<file path="config.mk">
export PLATFORM = sky130hd
export DESIGN_NAME = linked_list_fifo_rr_drain
export DESIGN_NICKNAME = d
export VERILOG_FILES = /design/src/rtl/linked_list_fifo_rr_drain.sv
export SDC_FILE = /design/constraint.sdc
export NUM_CORES = 1
export LEC_CHECK = 0
export ABC_AREA = 1
export CORE_ASPECT_RATIO = 0.7
export CORE_UTILIZATION = 30
export CTS_CLUSTER_SIZE = 40
export DETAILED_ROUTE_END_ITERATION = 12
export HOLD_SLACK_MARGIN = 0.1
export SYNTH_ARGS = -nofsm -noshare
export SYNTH_HDL_FRONTEND = slang
export SYNTH_SLANG_ARGS = --single-unit
</file>
<file path="constraint.sdc">
create_clock -name clk -period 3.1 [get_ports clk]
set_input_delay 0.62 -clock clk [delete_from_list [all_inputs] [get_ports clk]]
set_output_delay 0.62 -clock clk [all_outputs]
set_load 0.02 [all_outputs]
</file>
<file path="src/rtl/linked_list_fifo_rr_drain.sv">
// linked_list_fifo_rr_drain: round-robin, quantum-limited drain of a multi-queue FIFO onto a valid/ready stream
module linked_list_fifo_rr_drain #(
  parameter int WIDTH      = 8,
  parameter int DEPTH      = 32,
  parameter int FIFOS      = 8,
  parameter int QUANTUM    = 4,
  parameter int LOG2_FIFOS = $clog2(FIFOS),
  parameter int LOG2_DEPTH = $clog2(DEPTH)
) (
  input  logic                        clk,
  input  logic                        rst,
  input  logic [LOG2_DEPTH*FIFOS-1:0] fifo_count,
  input  logic [WIDTH-1:0]            fifo_q,
  output logic                        fifo_pop,
  output logic [LOG2_FIFOS-1:0]       fifo_pop_fifo,
  input  logic [FIFOS-1:0]            queue_en,
  output logic                        m_valid,
  input  logic                        m_ready,
  output logic [WIDTH-1:0]            m_data,
  output logic [LOG2_FIFOS-1:0]       m_fifo
);
  localparam int QW = $clog2(QUANTUM + 1);
  logic [LOG2_FIFOS-1:0] grant_q, grant_d, tag_q, tag_d, m_fifo_q, m_fifo_d, spare_fifo_q, spare_fifo_d;
  logic [LOG2_FIFOS-1:0] sel, idx;
  logic [QW-1:0]         qcnt_q, qcnt_d;
  logic [1:0]            occ_q, occ_d;
  logic                  inflight_q, inflight_d;
  logic [WIDTH-1:0]      m_data_q, m_data_d, spare_data_q, spare_data_d;
  logic [FIFOS-1:0]      elig;
  logic                  keep, acc, load, spare_load;
  for (genvar g = 0; g < FIFOS; g++) begin : g_elig
    assign elig[g] = queue_en[g] & (|fifo_count[(g+1)*LOG2_DEPTH-1 -: LOG2_DEPTH]);
  end
  // Descending scan so the nearest eligible queue after the grant wins; i=FIFOS wraps to the grant itself.
  always_comb begin
    keep = elig[grant_q] && (qcnt_q < QW'(QUANTUM));
    sel = grant_q;
    idx = '0;
    for (int i = FIFOS; i >= 1; i--) begin
      idx = LOG2_FIFOS'((int'(grant_q) + i) % FIFOS);
      if (elig[idx]) sel = idx;
    end
    if (keep) sel = grant_q;
  end
  always_comb begin
    acc = (occ_q != 2'd0) && m_ready;
    fifo_pop = rst && (|elig) && ((3'(occ_q) + 3'(inflight_q) - 3'(acc)) < 3'd2);
    fifo_pop_fifo = sel;
    grant_d = fifo_pop ? sel : grant_q;
    qcnt_d = !fifo_pop ? qcnt_q : keep ? qcnt_q + QW'(1) : QW'(1);
    tag_d = fifo_pop ? sel : tag_q;
    inflight_d = fifo_pop;
    occ_d = occ_q + {1'b0, inflight_q} - {1'b0, acc};
    load = acc || (occ_q == 2'd0 && inflight_q);
    m_data_d = !load ? m_data_q : (occ_q == 2'd2) ? spare_data_q : fifo_q;
    m_fifo_d = !load ? m_fifo_q : (occ_q == 2'd2) ? spare_fifo_q : tag_q;
    spare_load = inflight_q && ((occ_q == 2'd2) ? acc : (occ_q == 2'd1 && !acc));
    spare_data_d = spare_load ? fifo_q : spare_data_q;
    spare_fifo_d = spare_load ? tag_q : spare_fifo_q;
  end
  always_ff @(posedge clk or negedge rst) begin
    if (!rst) begin
      grant_q      <= '0;
      qcnt_q       <= '0;
      tag_q        <= '0;
      inflight_q   <= 1'b0;
      occ_q        <= 2'd0;
      m_data_q     <= '0;
      m_fifo_q     <= '0;
      spare_data_q <= '0;
      spare_fifo_q <= '0;
    end else begin
      grant_q      <= grant_d;
      qcnt_q       <= qcnt_d;
      tag_q        <= tag_d;
      inflight_q   <= inflight_d;
      occ_q        <= occ_d;
      m_data_q     <= m_data_d;
      m_fifo_q     <= m_fifo_d;
      spare_data_q <= spare_data_d;
      spare_fifo_q <= spare_fifo_d;
    end
  end
  assign m_valid = occ_q != 2'd0;
  assign m_data  = m_data_q;
  assign m_fifo  = m_fifo_q;
endmodule

</file>
==> flow_metrics.env, run 1 <==
export IMPL_outcome="finished clean"
export IMPL_final_seq_area_um2=776
export IMPL_cts_buffer_depth=2
export IMPL_cpMostUsedCell="inv_2"
export IMPL_cts_made_buffers=5
export IMPL_cts_sinks=31
export IMPL_relSlewSlack=0.639
export IMPL_fin_crit_ns=3.09
export IMPL_fmax_ghz=0.323
export IMPL_power_w=0.00434
export IMPL_root_buffer="clkbuf_8"
export IMPL_crit_path_start_kind="flip-flop"
export IMPL_timing_hold_ws_ns=0.485
export IMPL_viasPerCell=4.81
export IMPL_cpPeakStageDelay_ns=0.51
export IMPL_finalSetupViolCount=0
export IMPL_critPathKind="reg -> out"
export IMPL_post_drt_wl_per_cell_um=13.8
export IMPL_clkLatencyLatePin_ns=0.28
export IMPL_final_cell_mix="nand2_1, buf_4, dlymetal6s2s_1"
export IMPL_required_ns=2.48
export IMPL_core_area_um2=6880
export IMPL_fp_dieH_um=73.1
export IMPL_dr_pass1_iters=5
export IMPL_nets=462
export IMPL_fillers=648
export IMPL_avgSynthCellArea_um2=7.47
export IMPL_critPathCaptureType="primary output"
export IMPL_grt_usage=0.176
export IMPL_start_util=0.315
export IMPL_grt_antenna_before_repair=0
export IMPL_wirelength_mm=6.77
export IMPL_synth_seq_cells=31
export IMPL_syn_area_um2=2170
export IMPL_dieArea_um2=7570
export IMPL_grt_pass1_vias=2201
export IMPL_maxCapViolCount=0
export IMPL_drv_slew=0
export IMPL_final_common_cell="nand2_1"
export IMPL_arrival_ns=2.47
export IMPL_dpl_cell_area_um2=3170
export IMPL_fp_row_count=25
export IMPL_grt_max_degree=32
export IMPL_ys_warn_count=0
export IMPL_overflow=0
export IMPL_cts_clk_slew_worst_paths_ns=0.06
export IMPL_grt_pass1_wl_mm=10.5
export IMPL_synth_nets=355
export IMPL_hold_violations=0
export IMPL_io_pins=75
export IMPL_design_area_um2=3690
export IMPL_hp_class="reg -> reg"
export IMPL_ir_drop_mv=1.04
export IMPL_critPathSlowestCell="fa_1"
export IMPL_cts_tree="done"
export IMPL_comb_power_share=0.758
export IMPL_post_route_period_util=0.997
export IMPL_rsz0062_at_grt="true"
export IMPL_io_buffers=74
export IMPL_seqPwrFrac=0.168
export IMPL_ant_nets=0
export IMPL_switching_share=0.483
export IMPL_synth_cell_types=32
export IMPL_ys_seq_area_frac=0.358
export IMPL_multi_input_area_um2=1510
export IMPL_powerDensity_nw_per_um2=1180
export IMPL_route_detailed_drc=0
export IMPL_cp_max_fo=2
export IMPL_p_leak_nw=1.94
export IMPL_drive_gt1_frac=0.340
export IMPL_worstPathCellList="nor2_2 -> nor2_2 -> ha_1 -> inv_2 -> ha_4 -> inv_2 -> fa_1 -> inv_2 -> a211oi_2 -> nand2_2 -> inv_2 -> buf_6"
export IMPL_worst_pin_slew_ns=0.542
export IMPL_initialDrtViolationCount=156
export IMPL_area_growth_pct=70.1
export IMPL_antenna_cells=0
export IMPL_hpwlAfterDp_mm=4.72
export IMPL_clkPwrFrac=0.074
export IMPL_place_gp_congestion=0.944
export IMPL_fin_skew_ns=0.00246
export IMPL_vias=2360
export IMPL_synthCells=290
export IMPL_die_width_um=104
export IMPL_cts_max_level=2
export IMPL_p_switching_w=0.00210
export IMPL_internal_power_w=0.00224
cell usage after synthesis, drive strengths merged:
master   instances  area, um2
o21a             2       15.0
inv             29        109
a211oi           1       7.51
ha               5       62.6
xnor2            2       25.0
dfrtp           31        776
clkbuf           5       18.8
a21oi            8       43.8
a31oi           11       68.8
buf              5       42.5
fa               1       20.0
nand2           66        260
a22o             2       17.5
mux2             8       90.1
nand3           59        325
a21boi           1       7.51
o2111ai          1       8.76
nand3b           5       37.5
a221oi           2       17.5
o21ai           11       58.8
nor2            31        116
xor2             1       16.3
o21bai           3       22.5
flip-flops by register name, indices dropped and copies added, names as in the netlist:
signal / count
grant_q: 3
inflight_q: 1
m_data: 8
m_fifo: 3
occ_q: 2
qcnt_q: 3
spare_data_q: 8
spare_fifo_q: 3
per-layer routing:
layer	wire, um	global-route usage	vias to the layer above
met4	55	0.0499	0
met5	0	0	-
met3	337	0.0393	6
li1	-	-	1190
met2	2990	0.261	60
met1	3390	0.256	1104
area by class of cell:
class                      count  share of cell area
multi-input combinational    220               0.409
clock buffer                   6              0.0224
sequential                    31               0.210
timing repair buffer         110               0.295
clock inverter                 1             0.00136
tap                           94              0.0319
inverter                      29              0.0295
power groups by stage:
stage / registers (W) / clock network, W / logic (W)
after floorplan: 0.000796 / 0 / 0.00167
after global placement: 0.000722 / 0 / 0.00278
after detailed placement: 0.000731 / 0 / 0.00278
after CTS: 0.000723 / 0.000327 / 0.00283
after global routing: 0.000758 / 0.000346 / 0.00361
final: 0.000729 / 0.000320 / 0.00329
cell families (layout without fill, tap and decap cells):
| family | count (synthesis) | after routing | synth area share |
|---|---|---|---|
| and+or+nand+nor | 161 | 161 | 0.341 |
| AOI/OAI and AO/OA | 42 | 42 | 0.124 |
| DFF | 31 | 31 | 0.358 |
| adders and majority gates | 6 | 6 | 0.0381 |
| muxes | 8 | 8 | 0.0416 |
| buffers and inverters | 39 | 146 | 0.0785 |
| xor gates and xnor gates | 3 | 3 | 0.0191 |
metrics by stage:
step,setup TNS (ns),setup WS [ns],util,std cells
2_1_floorplan,0,0.227,-,290
3_3_place_gp,-2.18,-0.809,0.460,475
3_5_place_dp,-2.27,-0.834,0.460,475
4_1_cts,-0.0574,-0.0574,0.481,487
5_1_grt,-0.220,-0.0854,0.536,491
6_report,0,0.00869,0.536,491
critical path: cells and delay by family (launching register included):
kind,cells,cell delay [ns]
DFF,1,0.39
adders and majority gates,3,0.93
buffers and inverters,5,0.36
AOI/OAI and AO/OA,1,0.21
and+or+nand+nor,3,0.30
worst paths after layout:
path | from | end | slack [ns] | cells after the start
setup / recovery | occ_q[0]$_DFF_PN0_ | fifo_pop | 0.009 | 12
hold / removal | qcnt_q[0]$_DFFE_PN0P_ | qcnt_q[0]$_DFFE_PN0P_ | 0.48 | 1
setup reg to reg | occ_q[0]$_DFF_PN0_ | qcnt_q[2]$_DFFE_PN0P_ | 0.62 | 14
hold reg to reg | qcnt_q[0]$_DFFE_PN0P_ | qcnt_q[0]$_DFFE_PN0P_ | 0.48 | 1
max in group asynchronous | rst | spare_fifo_q[2]$_DFFE_PN0P_ | 1.99 | 2
min in group asynchronous | rst | m_data[3]$_DFFE_PN0P_ | 0.83 | 2
timing repair:
action,4_1_cts,5_1_grt
setup buffers,5,4
gates resized for setup,41,97
endpoints found under the setup margin,4,4
pin swaps,17,62
hold buffers,0,0
(Power assumes the default switching activity.)
==> run 2: changes to the inputs <==
Settings changed: CELL_PAD_IN_SITES_DETAIL_PLACEMENT set to 0, CELL_PAD_IN_SITES_GLOBAL_PLACEMENT set to 2, CORE_UTILIZATION 30 to 25, PLACE_DENSITY_LB_ADDON set to 0.1.
==> run 2 against run 1 <==
The flow now finishes with violations (design-rule violations). Via count up 0.17%. Core utilization down 7.3 points. Fmax up 2.8%. Die area up 20%. Clock skew up 0.0015 ns. Largest cell class unchanged. Largest power group unchanged.
==> flow_metrics.env, run 2 (synthesized netlist as in run 1, its figures left out) <==
export IMPL_ir_drop_mv=0.383
export IMPL_cts_tree="done"
export IMPL_route_detailed_drc=1
export IMPL_post_route_period_util=0.970
export IMPL_reg2regPathDepth=18
export IMPL_dp_cells=499
export IMPL_clkPwrFrac=0.103
export IMPL_hold_buffers=0
export IMPL_post_drt_wl_per_cell_um=13.9
export IMPL_area_growth_pct=80.1
export IMPL_crit_path_start_kind="input pin"
export IMPL_critPathKind="in -> out"
export IMPL_fin_crit_ns=3.01
export IMPL_crit_start="queue_en[0]"
export IMPL_fillers=867
export IMPL_required_ns=2.48
export IMPL_viasPerCell=4.51
export IMPL_vias=2364
export IMPL_switching_share=0.467
export IMPL_seqPwrFrac=0.158
export IMPL_worstPathCellList="clkdlybuf4s50_1 -> nand3_2 -> nand3_1 -> nand3_4 -> nand2_4 -> a21oi_2 -> o21bai_1 -> nand2_1 -> nand2_1 -> nand2_2 -> nand2_1 -> nand2_1 -> nand2_2 -> buf_6"
export IMPL_initialDrtViolationCount=73
export IMPL_grt_usage=0.166
export IMPL_maxCapViolCount=0
export IMPL_layout_cells_non_filler=524
export IMPL_cts_sinks=31
export IMPL_holdPathStages=1
export IMPL_grt_pass1_wl_mm=11.4
export IMPL_dpl_cell_area_um2=3180
export IMPL_root_buffer="clkbuf_16"
export IMPL_final_common_cell="nand2_1"
export IMPL_critPathSlowestCell="clkdlybuf4s50_1"
export IMPL_wirelength_mm=7.28
export IMPL_grt_pass1_vias=2288
export IMPL_violations="design-rule violations"
export IMPL_cpMostUsedCell="nand2_1"
export IMPL_place_gp_congestion=0.781
export IMPL_dieArea_um2=9050
export IMPL_critPathCaptureType="primary output"
export IMPL_comb_power_share=0.739
export IMPL_outcome="finished, violations left"
export IMPL_fin_skew_ns=0.00399
export IMPL_dr_pass1_iters=8
export IMPL_fp_dieH_um=79.9
export IMPL_hp_class="reg -> reg"
export IMPL_clkLatencyLatePin_ns=0.28
export IMPL_fp_row_count=28
export IMPL_reg2reg_from="occ_q[0]$_DFF_PN0_"
export IMPL_p_switching_w=0.00217
export IMPL_cts_made_buffers=5
export IMPL_timing_hold_ws_ns=0.480
export IMPL_grt_antenna_before_repair=1
export IMPL_cpPeakStageDelay_ns=0.56
export IMPL_io_pins=75
export IMPL_internal_power_w=0.00248
export IMPL_met3_usage=0.0524
export IMPL_design_area_um2=3900
export IMPL_p_leak_nw=2.01
export IMPL_drv_slew=0
export IMPL_drive_gt1_frac=0.357
export IMPL_ant_nets=0
export IMPL_finalSetupViolCount=0
export IMPL_final_cell_mix="nand2_1, buf_4, dlymetal6s2s_1"
export IMPL_gr_usage_met1=0.251
export IMPL_overflow=0
export IMPL_arrival_ns=2.39
export IMPL_use_met2=0.229
export IMPL_fmax_ghz=0.333
export IMPL_powerDensity_nw_per_um2=1190
export IMPL_core_area_um2=8440
export IMPL_cts_buffer_depth=2
export IMPL_rsz0062_at_grt="true"
export IMPL_cts_max_level=2
export IMPL_worst_pin_slew_ns=0.445
export IMPL_cp_max_fo=3
export IMPL_die_width_um=113
export IMPL_grt_busiest_layer="met1"
export IMPL_nets=468
export IMPL_relSlewSlack=0.703
export IMPL_hold_start="qcnt_q[0]$_DFFE_PN0P_"
export IMPL_hpwlAfterDp_mm=5.32
export IMPL_grt_max_degree=32
export IMPL_io_buffers=74
export IMPL_start_util=0.257
export IMPL_cts_clk_slew_worst_paths_ns=0.05
export IMPL_hold_violations=0
## run 2: cell types whose count changed in the layout (fill, tap and decap cells not counted), sizes merged
| cell | previous run | this run |
|---|---|---|
| diode | 0 | 1 |
| dlygate4sd2 | 8 | 5 |
| clkdlybuf4s50 | 28 | 27 |
| clkdlybuf4s15 | 0 | 2 |
| clkbuf | 7 | 9 |
| buf | 40 | 46 |
## run 2: power by group through the flow
stage	sequential [W]	combinational (W)	clock [W]
floorplan	0.000796	0.00167	0
global placement	0.000730	0.00279	0
detailed placement	0.000732	0.00280	0
CTS	0.000729	0.00296	0.000494
global route	0.000763	0.00381	0.000511
finish	0.000736	0.00344	0.000481
## run 2: final timing paths
| check | end | slack, ns |
|---|---|---|
| min | qcnt_q[0]$_DFFE_PN0P_ | 0.48 |
| min in group asynchronous | occ_q[1]$_DFF_PN0_ | 0.81 |
| max reg2reg | qcnt_q[2]$_DFFE_PN0P_ | 0.20 |
| min reg2reg | qcnt_q[0]$_DFFE_PN0P_ | 0.48 |
| max in group asynchronous | m_data[7]$_DFFE_PN0P_ | 1.99 |
| max | fifo_pop_fifo[0] | 0.09 |
## run 2: worst max-delay path, delay by kind of cell
family,cells,cell delay [ns]
AO/OA/AOI/OAI,2,0.18
AND/OR/NAND/NOR,10,0.89
buffers and inverters,2,0.68
## run 2: through the flow
step / setup TNS, ns / total power, W / utilization / worst slack (ns)
floorplan: 0 / 0.00247 / - / 0.227
global placement: -2.22 / 0.00352 / 0.377 / -0.720
detailed placement: -2.33 / 0.00353 / 0.377 / -0.752
CTS: -0.0551 / 0.00418 / 0.412 / -0.0384
global route: -0.118 / 0.00508 / 0.462 / -0.0371
finish: 0 / 0.00466 / 0.462 / 0.0941
## run 2: layer usage
metal,part of all wire,wire (um)
met1,0.53,3820
met2,0.41,3000
met3,0.060,434
met4,0.0030,22
met5,0,0
## run 2: timing repair
action                                  4_1_cts  5_1_grt
resized for setup                            54      102
endpoints found under the setup margin        4        7
pin swaps                                    20       59
setup buffers                                 9        8
## run 2: final cells by class
class	count	area, um2	share of cell area
antenna	1	2.50	0.000641
clock buffer	6	139	0.0356
clock inverter	1	5.00	0.00128
tap	120	150	0.0385
timing repair buffer	116	1120	0.288
sequential	31	776	0.199
inverter	29	109	0.0279
multi-input combinational	220	1600	0.410
==> run 3: changes to the inputs <==
Settings changed: CAP_MARGIN set to 0.
==> results of run 3 <==
No change in the layout: final DEF, timing and power equal those of run 2.
==> RTL change (config.mk and constraints of run 3) <==
Make the reset (`rst`) synchronous in one clocked block.
--- a/src/rtl/linked_list_fifo_rr_drain.sv
+++ b/src/rtl/linked_list_fifo_rr_drain.sv
@@ -58,7 +58,7 @@
     spare_data_d = spare_load ? fifo_q : spare_data_q;
     spare_fifo_d = spare_load ? tag_q : spare_fifo_q;
   end
-  always_ff @(posedge clk or negedge rst) begin
+  always_ff @(posedge clk) begin
     if (!rst) begin
       grant_q      <= '0;
       qcnt_q       <= '0;
Formal check against the unedited RTL: differs if rst is asserted again (counterexample within 4 cycles, from zero or initial values and one cycle with rst low); with rst held inactive, the same outputs for 10 cycles.
==> RTL change against run 3 <==
Total power shrank 20%. Via count up 6.3%. Cell count rose by 3.4%. Sequential cell count unchanged. Routed wire length decreased by 1.1%. Die area fell by 0.73%. Hold slack got worse by 0.031 ns. Critical path depth shrank 1. Sequential power decreased by 14%. Synthesized area decreased by 0.75%. First-iteration DRC count rose by 55%. Cell area shrank 4.2%. Setup slack improved by 0.058 ns. Utilization down 0.094 points. Highest routed layer unchanged.
==> RTL change: results (changes against run 3) <==
Sequential area share after synthesis: 28.9% (-6.9 points)
Ys Warns: 0 (unchanged)
Vias: 2514 (+6.3%)
Setup Fix Bufs, Post-CTS: 9 (unchanged)
Mapped Nets: 395 (+11%)
H-Tree Depth: 2 (unchanged)
Most frequent cells after synthesis: nand2_1 (54), nand3_1 (47), nor2_1 (42), inv_1 (41), dfxtp_1 (31)
Peak supply drop: 0.351 mV (-8.5%)
Placed cell count: 524 (+5.0%)
Status: finished, final reports clean
CP peak stage delay: 0.55 ns
Port Buffer Count: 74 (unchanged)
Asr flop ratio synth: 0% (-100 points)
ANT cells: 0 (-1)
Setup Skew: 0.00644 ns (+0.00245 ns)
Worst slew pin tran: 1.14 ns (+0.693 ns)
Placed cell areas: 0.00319 mm2 (+0.16%)
Crit path DAT: 2.33 ns (-0.06 ns)
Pre-CTS setup slack: -0.838 ns (-0.0860 ns)
Hold Path Class: reg -> reg
DP HPWL: 5340 um (+0.54%)
Distinct cells, synth: 29 (-9.4%)
First-pass detailed-route iteration total: 4 (-4)
GRT Overall Usage: 16.6% (+0.050 points)
Detailed router's first-iteration violation count: 113 (+55%)
Largest net degree at the start of global routing: 30 (-6.3%)
Detailed Route WL: 7200 um (-1.1%)
Nets: 505 (+7.9%)
Vias in the first global route: 2382 (+4.1%)
First-pass GRT wire length: 11600 um (+1.9%)
Share of cells above drive strength 1: 28.1% (-7.6 points)
Post-route minimum period: 2.95 ns (-0.0577 ns)
Hold WS: 0.448 ns (-0.0313 ns)
Routability Congestion: 0.837 (+7.1%)
Antenna Nets Post-Route: 0 (unchanged)
CP delay by family, top: simple AND/OR/NAND/NOR gates
Worst-Skew Late Latency: 0.28 ns (about the same)
Ranking of synthesized cells by area: dfxtp_1 (29%), nand3_1 (11%), nand2_1 (9.4%), nor2_1 (7.3%), inv_1 (7.2%)
P_leak: 1.93 nW (-3.8%)
Syn_area_per_cell: 6.52 um2 (-13%)
Post-cts sizing count: 46 (-15%)
Worst-path fanout max: 3 (unchanged)
R2R setup slack: 0.44 ns (+0.24 ns)
Vias per inst: 4.64 (+2.8%)
Initial antenna violation count: 0 (-1)
## RTL change: final timing paths
path                            depth (start not counted)            start                to
worst max register to register                         24       grant_q[0]        grant_q[1]
worst max-delay path                                   13      queue_en[1]  fifo_pop_fifo[1]
worst min-delay path                                    2  spare_fifo_q[2]   spare_fifo_q[2]
worst min register to register                          2  spare_fifo_q[2]   spare_fifo_q[2]
## RTL change: power by group
group	switching [W]	internal, W	leakage (nW)	total, W
logic	0.00138	0.00115	1.59	0.00253
registers	0.0000798	0.000551	0.255	0.000631
clock network	0.000178	0.000399	0.0868	0.000577
## RTL change: layout make-up
class	instances	area (um2)
fill	837	4370
multi-input combinational	242	1530
timing repair buffer	116	1130
sequential	31	622
inverter	44	165
clock buffer	6	139
tap	101	126
clock inverter	2	35.0
## RTL change: worst register-to-register path: stages, from the launching register on
cell and delay (ns):
dfxtp_1 0.34, inv_2 0.05, ha_1 0.34, inv_2 0.16, nand3_2 0.11, nand2_2 0.09, nand2_2 0.07, nand2_4 0.08
nand2_2 0.04, nand3b_1 0.07, nand2_1 0.06, nand2_1 0.05, nand2_1 0.04, nand2_1 0.07, nand2_2 0.07, buf_6 0.12
buf_4 0.12, buf_4 0.12, buf_4 0.12, buf_4 0.12, buf_4 0.12, buf_4 0.12, nand2_2 0.05, nand3_2 0.06
nand2_1 0.05
## RTL change: per-layer routing
metal	routed length [um]	global-route usage [%]
met1	3930	25.0
met2	2840	23.1
met3	419	4.56
met4	17	3.16
met5	0	0
## RTL change: logic make-up after synthesis
group	share of synthesized area, %
fa+ha+maj	3.84
flops	28.9
buf+inv	10.9
compound gates	17.2
simple gates	37.0
xor+xnor	2.27
